===== src/rtl/tick_pkg.sv =====
// Shared types and constants for the tick period meter.
package tick_pkg;

    typedef enum logic [1:0] {IDLE, MEASURE, STALL} tpm_state_t;

    localparam int unsigned ONE_SEC_VAL = 50_000_000;

endpackage


===== src/rtl/tick_edge_detect.sv =====
// Rising-edge detector for the tick train; TICK_SYNC_EN adds a 2-flop synchroniser in front.
module tick_edge_detect (
    input  logic clk,
    input  logic resetN,
    input  logic tick_in,
    output logic rise
);

    logic s;
    logic s_d;

`ifdef TICK_SYNC_EN
    logic [1:0] sync;

    always_ff @(posedge clk or negedge resetN) begin
        if (!resetN) sync <= '0;
        else         sync <= {sync[0], tick_in};
    end

    assign s = sync[1];
`else
    assign s = tick_in;
`endif

    // History keeps updating during clear so a held level cannot re-trigger afterwards.
    always_ff @(posedge clk or negedge resetN) begin
        if (!resetN) s_d <= 1'b0;
        else         s_d <= s;
    end

    assign rise = s & ~s_d;

endmodule


===== src/rtl/tick_period_meter.sv =====
// Measures cycles between tick rising edges, flags turbo sources and stalls, counts ticks.
// Optional TICK_SYNC_EN macro enables input synchronisation in tick_edge_detect.
module tick_period_meter
    import tick_pkg::*;
#(
    parameter int unsigned CNT_W      = 32,
    parameter int unsigned MAX_PERIOD = 2 * ONE_SEC_VAL,
    parameter int unsigned FAST_MAX   = ONE_SEC_VAL / 8
) (
    input  logic             clk,
    input  logic             resetN,
    input  logic             tick_in,
    input  logic             clear,
    output logic [CNT_W-1:0] period,
    output logic             period_valid,
    output logic             fast,
    output logic             timeout,
    output logic [15:0]      tick_count
);

    localparam logic [CNT_W-1:0] CNT_LAST = CNT_W'(MAX_PERIOD - 1);
    localparam logic [CNT_W-1:0] FAST_LIM = CNT_W'(FAST_MAX);

    tpm_state_t       state;
    logic [CNT_W-1:0] cnt;
    logic [CNT_W-1:0] cnt_inc;
    logic             rise;

    tick_edge_detect u_edge (
        .clk     (clk),
        .resetN  (resetN),
        .tick_in (tick_in),
        .rise    (rise)
    );

    assign cnt_inc = cnt + CNT_W'(1);

    always_ff @(posedge clk or negedge resetN) begin
        if (!resetN) begin
            state        <= IDLE;
            cnt          <= '0;
            period       <= '0;
            period_valid <= 1'b0;
            fast         <= 1'b0;
            timeout      <= 1'b0;
            tick_count   <= '0;
        end else if (clear) begin
            // A rise coinciding with clear is deliberately dropped.
            state        <= IDLE;
            cnt          <= '0;
            period       <= '0;
            period_valid <= 1'b0;
            fast         <= 1'b0;
            timeout      <= 1'b0;
            tick_count   <= '0;
        end else begin
            period_valid <= 1'b0;
            if (rise) tick_count <= tick_count + 16'd1;

            unique case (state)
                IDLE: begin
                    cnt <= '0;
                    if (rise) state <= MEASURE;
                end
                MEASURE: begin
                    // Rise takes precedence over the timeout on the final count.
                    if (rise) begin
                        period       <= cnt_inc;
                        fast         <= (cnt_inc <= FAST_LIM);
                        period_valid <= 1'b1;
                        cnt          <= '0;
                    end else if (cnt == CNT_LAST) begin
                        state   <= STALL;
                        timeout <= 1'b1;
                    end else begin
                        cnt <= cnt_inc;
                    end
                end
                STALL: begin
                    // Partial interval is discarded; measurement restarts from this edge.
                    if (rise) begin
                        state   <= MEASURE;
                        cnt     <= '0;
                        timeout <= 1'b0;
                    end
                end
                default: begin
                    state <= IDLE;
                    cnt   <= '0;
                end
            endcase
        end
    end

endmodule


===== config.mk =====
export PLATFORM = sky130hd
export DESIGN_NAME = tick_period_meter
export DESIGN_NICKNAME = d
export VERILOG_FILES = /design/src/rtl/tick_pkg.sv /design/src/rtl/tick_edge_detect.sv /design/src/rtl/tick_period_meter.sv
export SDC_FILE = /design/constraint.sdc
export NUM_CORES = 1
export LEC_CHECK = 0
export CELL_PAD_IN_SITES_DETAIL_PLACEMENT = 1
export CELL_PAD_IN_SITES_GLOBAL_PLACEMENT = 2
export CORE_ASPECT_RATIO = 0.75
export CORE_UTILIZATION = 30
export DETAILED_ROUTE_END_ITERATION = 10
export PLACE_DENSITY_LB_ADDON = 0.1
export SYNTH_ARGS = -nofsm -noshare
export SYNTH_HDL_FRONTEND = slang
export SYNTH_SLANG_ARGS = --single-unit

===== constraint.sdc =====
create_clock -name clk -period 3.3 [get_ports clk]
set_clock_uncertainty 0.15 [all_clocks]
set_input_delay 0.66 -clock clk [delete_from_list [all_inputs] [get_ports clk]]
set_output_delay 0.66 -clock clk [all_outputs]
set_load 0.05 [all_outputs]

==> impl_metrics.json <==
{
  "slew_violations": 0,
  "rrSetupSlack_ps": 220,
  "synth_largest_area_cell": "dfrtp_1",
  "ys_seq_elements": 86,
  "ys_async_sr_fraction": 1.00,
  "grt_overflow_total": 0,
  "postRouteAntennaNets": 0,
  "ys_top_cells_by_area": "dfrtp_1, o21ai_0, nand2_1",
  "leakage_uw": 0.00231,
  "timing.rr.start": "cnt[0]$_DFFE_PN0P_",
  "grt_pass1_wl_um": 22100,
  "max_freq_mhz": 324,
  "drc": 0,
  "fin_nets": 554,
  "syn-num-nets": 512,
  "status": "finished, final reports clean",
  "finalCritPeriodShare": 0.934,
  "rr_worst_depth": 8,
  "synthesis.area_mm2": 0.00457,
  "synthCells": 506,
  "path_max_fanout": 7,
  "cp-end-kind": "flip-flop",
  "hold_path.class": "input port to asynchronous set/reset pin",
  "worst_r2r_endpoint": "fast$_DFFE_PN0P_",
  "die_w_um": 144,
  "antenna_found_initial": 0,
  "avgSynthCellArea_um2": 9.02,
  "grt_pass1_vias": 3923,
  "die_h_um": 109,
  "startpoint_type": "flip-flop",
  "synth_top_area_share": 0.471,
  "cts-root-buf": "clkbuf_16",
  "crit_buf_inv": 0,
  "clk_latency_ps": 350,
  "synthFlopType": "dfrtp_1",
  "grt_max_degree": 48,
  "track_usage": 0.187,
  "power_density_mw_per_mm2": 422,
  "totalWireLength_um": 13400,
  "crit_chain": "ha_1 > nand4_2 > nor4_1 > xnor2_1 > or4_1 > o21a_1 > a211oi_1 > o21ai_1",
  "seq_area_frac_synth": 0.471,
  "die_area_mm2": 0.0157,
  "final-hold-violation-count": 0,
  "critical_path_class": "flip-flop to flip-flop",
  "fp-row-count": 38,
  "viasPerCell": 5.13,
  "numCtsBuffers": 9,
  "start_util": 0.312,
  "fin_ws_ps": 218,
  "n_antenna_cell": 0,
  "wl_per_cell_um": 17.9,
  "slowest_stage": "nor4_1",
  "cts_hold_buf": 0,
  "vdd_ir_drop_max_mv": 0.257,
  "synth.distinct_cells": 58,
  "clockBufferDepth": 2,
  "drt-pass1-iter-count": 4,
  "cpLargestDelayFamily": "simple AND/OR/NAND/NOR gates",
  "area_growth_syn_to_layout_pct": 25.3,
  "period_minus_slack_ps": 3080,
  "coreArea_mm2": 0.0146,
  "clkTransAtPathRegs_ps": 70,
  "setup-violations-final": 0,
  "num-fill-cells": 1753,
  "layout-drive-gt1-share": 0.0995,
  "crit_required_ps": 3370,
  "ios": 55,
  "drv_cap": 0,
  "h-tree-depth": 3,
  "cts_tree": "done",
  "place_ws_ps": 148,
  "yosys-top-cells-count": "dfrtp_1, nand2_1, o21ai_0",
  "gp_congestion": 0.804,
  "via_count": 3861,
  "worst_pin_slew_ps": 616,
  "max_slew_margin": 0.585,
  "ys_warn_count": 0,
  "io_buffers": 54,
  "rsz0062_at_grt": "no",
  "drtIter0Drc": 190,
  "synth_most_common_cell": "dfrtp_1",
  "cts.sinks": 86,
  "slowest_delay_ps": 620,
  "dpl.hpwl_um": 9540,
  "tns_ps": 0,
  "arrival_ps": 3160,
  "fin_util": 0.391,
  "synth-edff-count": 0
}
-- stage by stage --
step	cell area (µm²)	power, µW	hold WS (ps)	cells
2_1_floorplan	4570	1120	214	506
3_3_place_gp	5350	1180	314	737
3_5_place_dp	5350	1180	320	737
4_1_cts	5710	2450	171	753
5_1_grt	5720	2490	179	753
6_report	5720	2410	149	753
-- worst register-to-register path, delay by kind of cell (launching register included) --
family / cells / cell delay (ps)
DFF: 1 / 450
and+or+nand+nor: 3 / 1360
adders and majority gates: 1 / 330
AOI/OAI and AO/OA: 3 / 510
xor gates and xnor gates: 1 / 170
-- per-layer routing --
metal	part of all wire	wire length [µm]	global-route usage
met1	0.54	7240	0.283
met2	0.42	5580	0.264
met3	0.037	493	0.0400
met4	0.0096	129	0.0496
met5	0	0	0
-- placed cells by master, fill, tap and decap left out, drive strengths merged, types with 2 or more instances in the layout --
| cell | count |
|---|---|
| and3 | 12 |
| o21ai | 72 |
| nand2 | 74 |
| clkbuf | 10 |
| a211oi | 2 |
| a21oi | 12 |
| bufinv | 4 |
| buf | 20 |
| a31oi | 2 |
| or3 | 2 |
| inv | 4 |
| and4 | 5 |
| ha | 2 |
| clkdlybuf4s50 | 53 |
| nor2 | 39 |
| nand2b | 3 |
| xnor2 | 16 |
| nor4b | 3 |
| a22o | 2 |
| nand4 | 18 |
| o31ai | 10 |
| nand3 | 22 |
| xor2 | 29 |
| o41ai | 6 |
| clkinv | 2 |
| dfrtp | 86 |
| o21a | 3 |
| or4 | 3 |
| and2 | 7 |
| nor4 | 7 |
| nor3 | 9 |
-- cells by family after synthesis --
| group | after synthesis | share of synthesized area |
|---|---|---|
| AO/OA/AOI/OAI | 115 | 0.147 |
| XOR/XNOR | 45 | 0.0863 |
| adder cells (fa/ha/maj) | 2 | 0.00548 |
| buffers and inverters | 46 | 0.0447 |
| flip-flops | 86 | 0.471 |
| multiplexers | 1 | 0.00329 |
| AND/OR/NAND/NOR | 211 | 0.242 |
-- repair_timing --
action | CTS | global route
setup endpoints to repair | 0 | 1
gates resized for setup | 0 | 1
buffers inserted | 0 | 0
-- state kept, by name, indices dropped and copies added, names as in the netlist --
signal        cells
period           32
u_edge.s_d        1
fast              1
period_valid      1
timeout           1
cnt              32
state             2
tick_count       16
-- worst max-delay path by stage --
| stage | slack, ps | endpoint | cells after the start | start |
|---|---|---|---|---|
| floorplan | 530 | fast$_DFFE_PN0P_ | 10 | cnt[0]$_DFFE_PN0P_ |
| finish | 220 | fast$_DFFE_PN0P_ | 8 | cnt[0]$_DFFE_PN0P_ |
| CTS | 110 | fast$_DFFE_PN0P_ | 9 | cnt[0]$_DFFE_PN0P_ |
| global route | 10 | fast$_DFFE_PN0P_ | 9 | cnt[0]$_DFFE_PN0P_ |
| global placement | 230 | fast$_DFFE_PN0P_ | 9 | cnt[0]$_DFFE_PN0P_ |
| detailed placement | 150 | fast$_DFFE_PN0P_ | 9 | cnt[0]$_DFFE_PN0P_ |
-- final cells by class --
cell class,count,area [µm²],share of cell area
Inverter,4,15.0,0.00263
Multi-Input combinational cell,374,2220,0.388
Timing Repair Buffer,73,718,0.126
Sequential cell,86,2150,0.376
Tap cell,200,250,0.0438
Clock buffer,10,229,0.0400
Clock inverter,6,134,0.0234
-- where the power goes --
part / internal [µW] / total, µW / leakage, µW / switching, µW
clock network: 817 / 1260 / 0.000177 / 442
logic: 23.6 / 90.4 / 0.000937 / 66.9
registers: 1060 / 1060 / 0.00120 / 5.38
total: 1900 / 2410 / 0.00231 / 515
(Power assumes the default switching activity.)
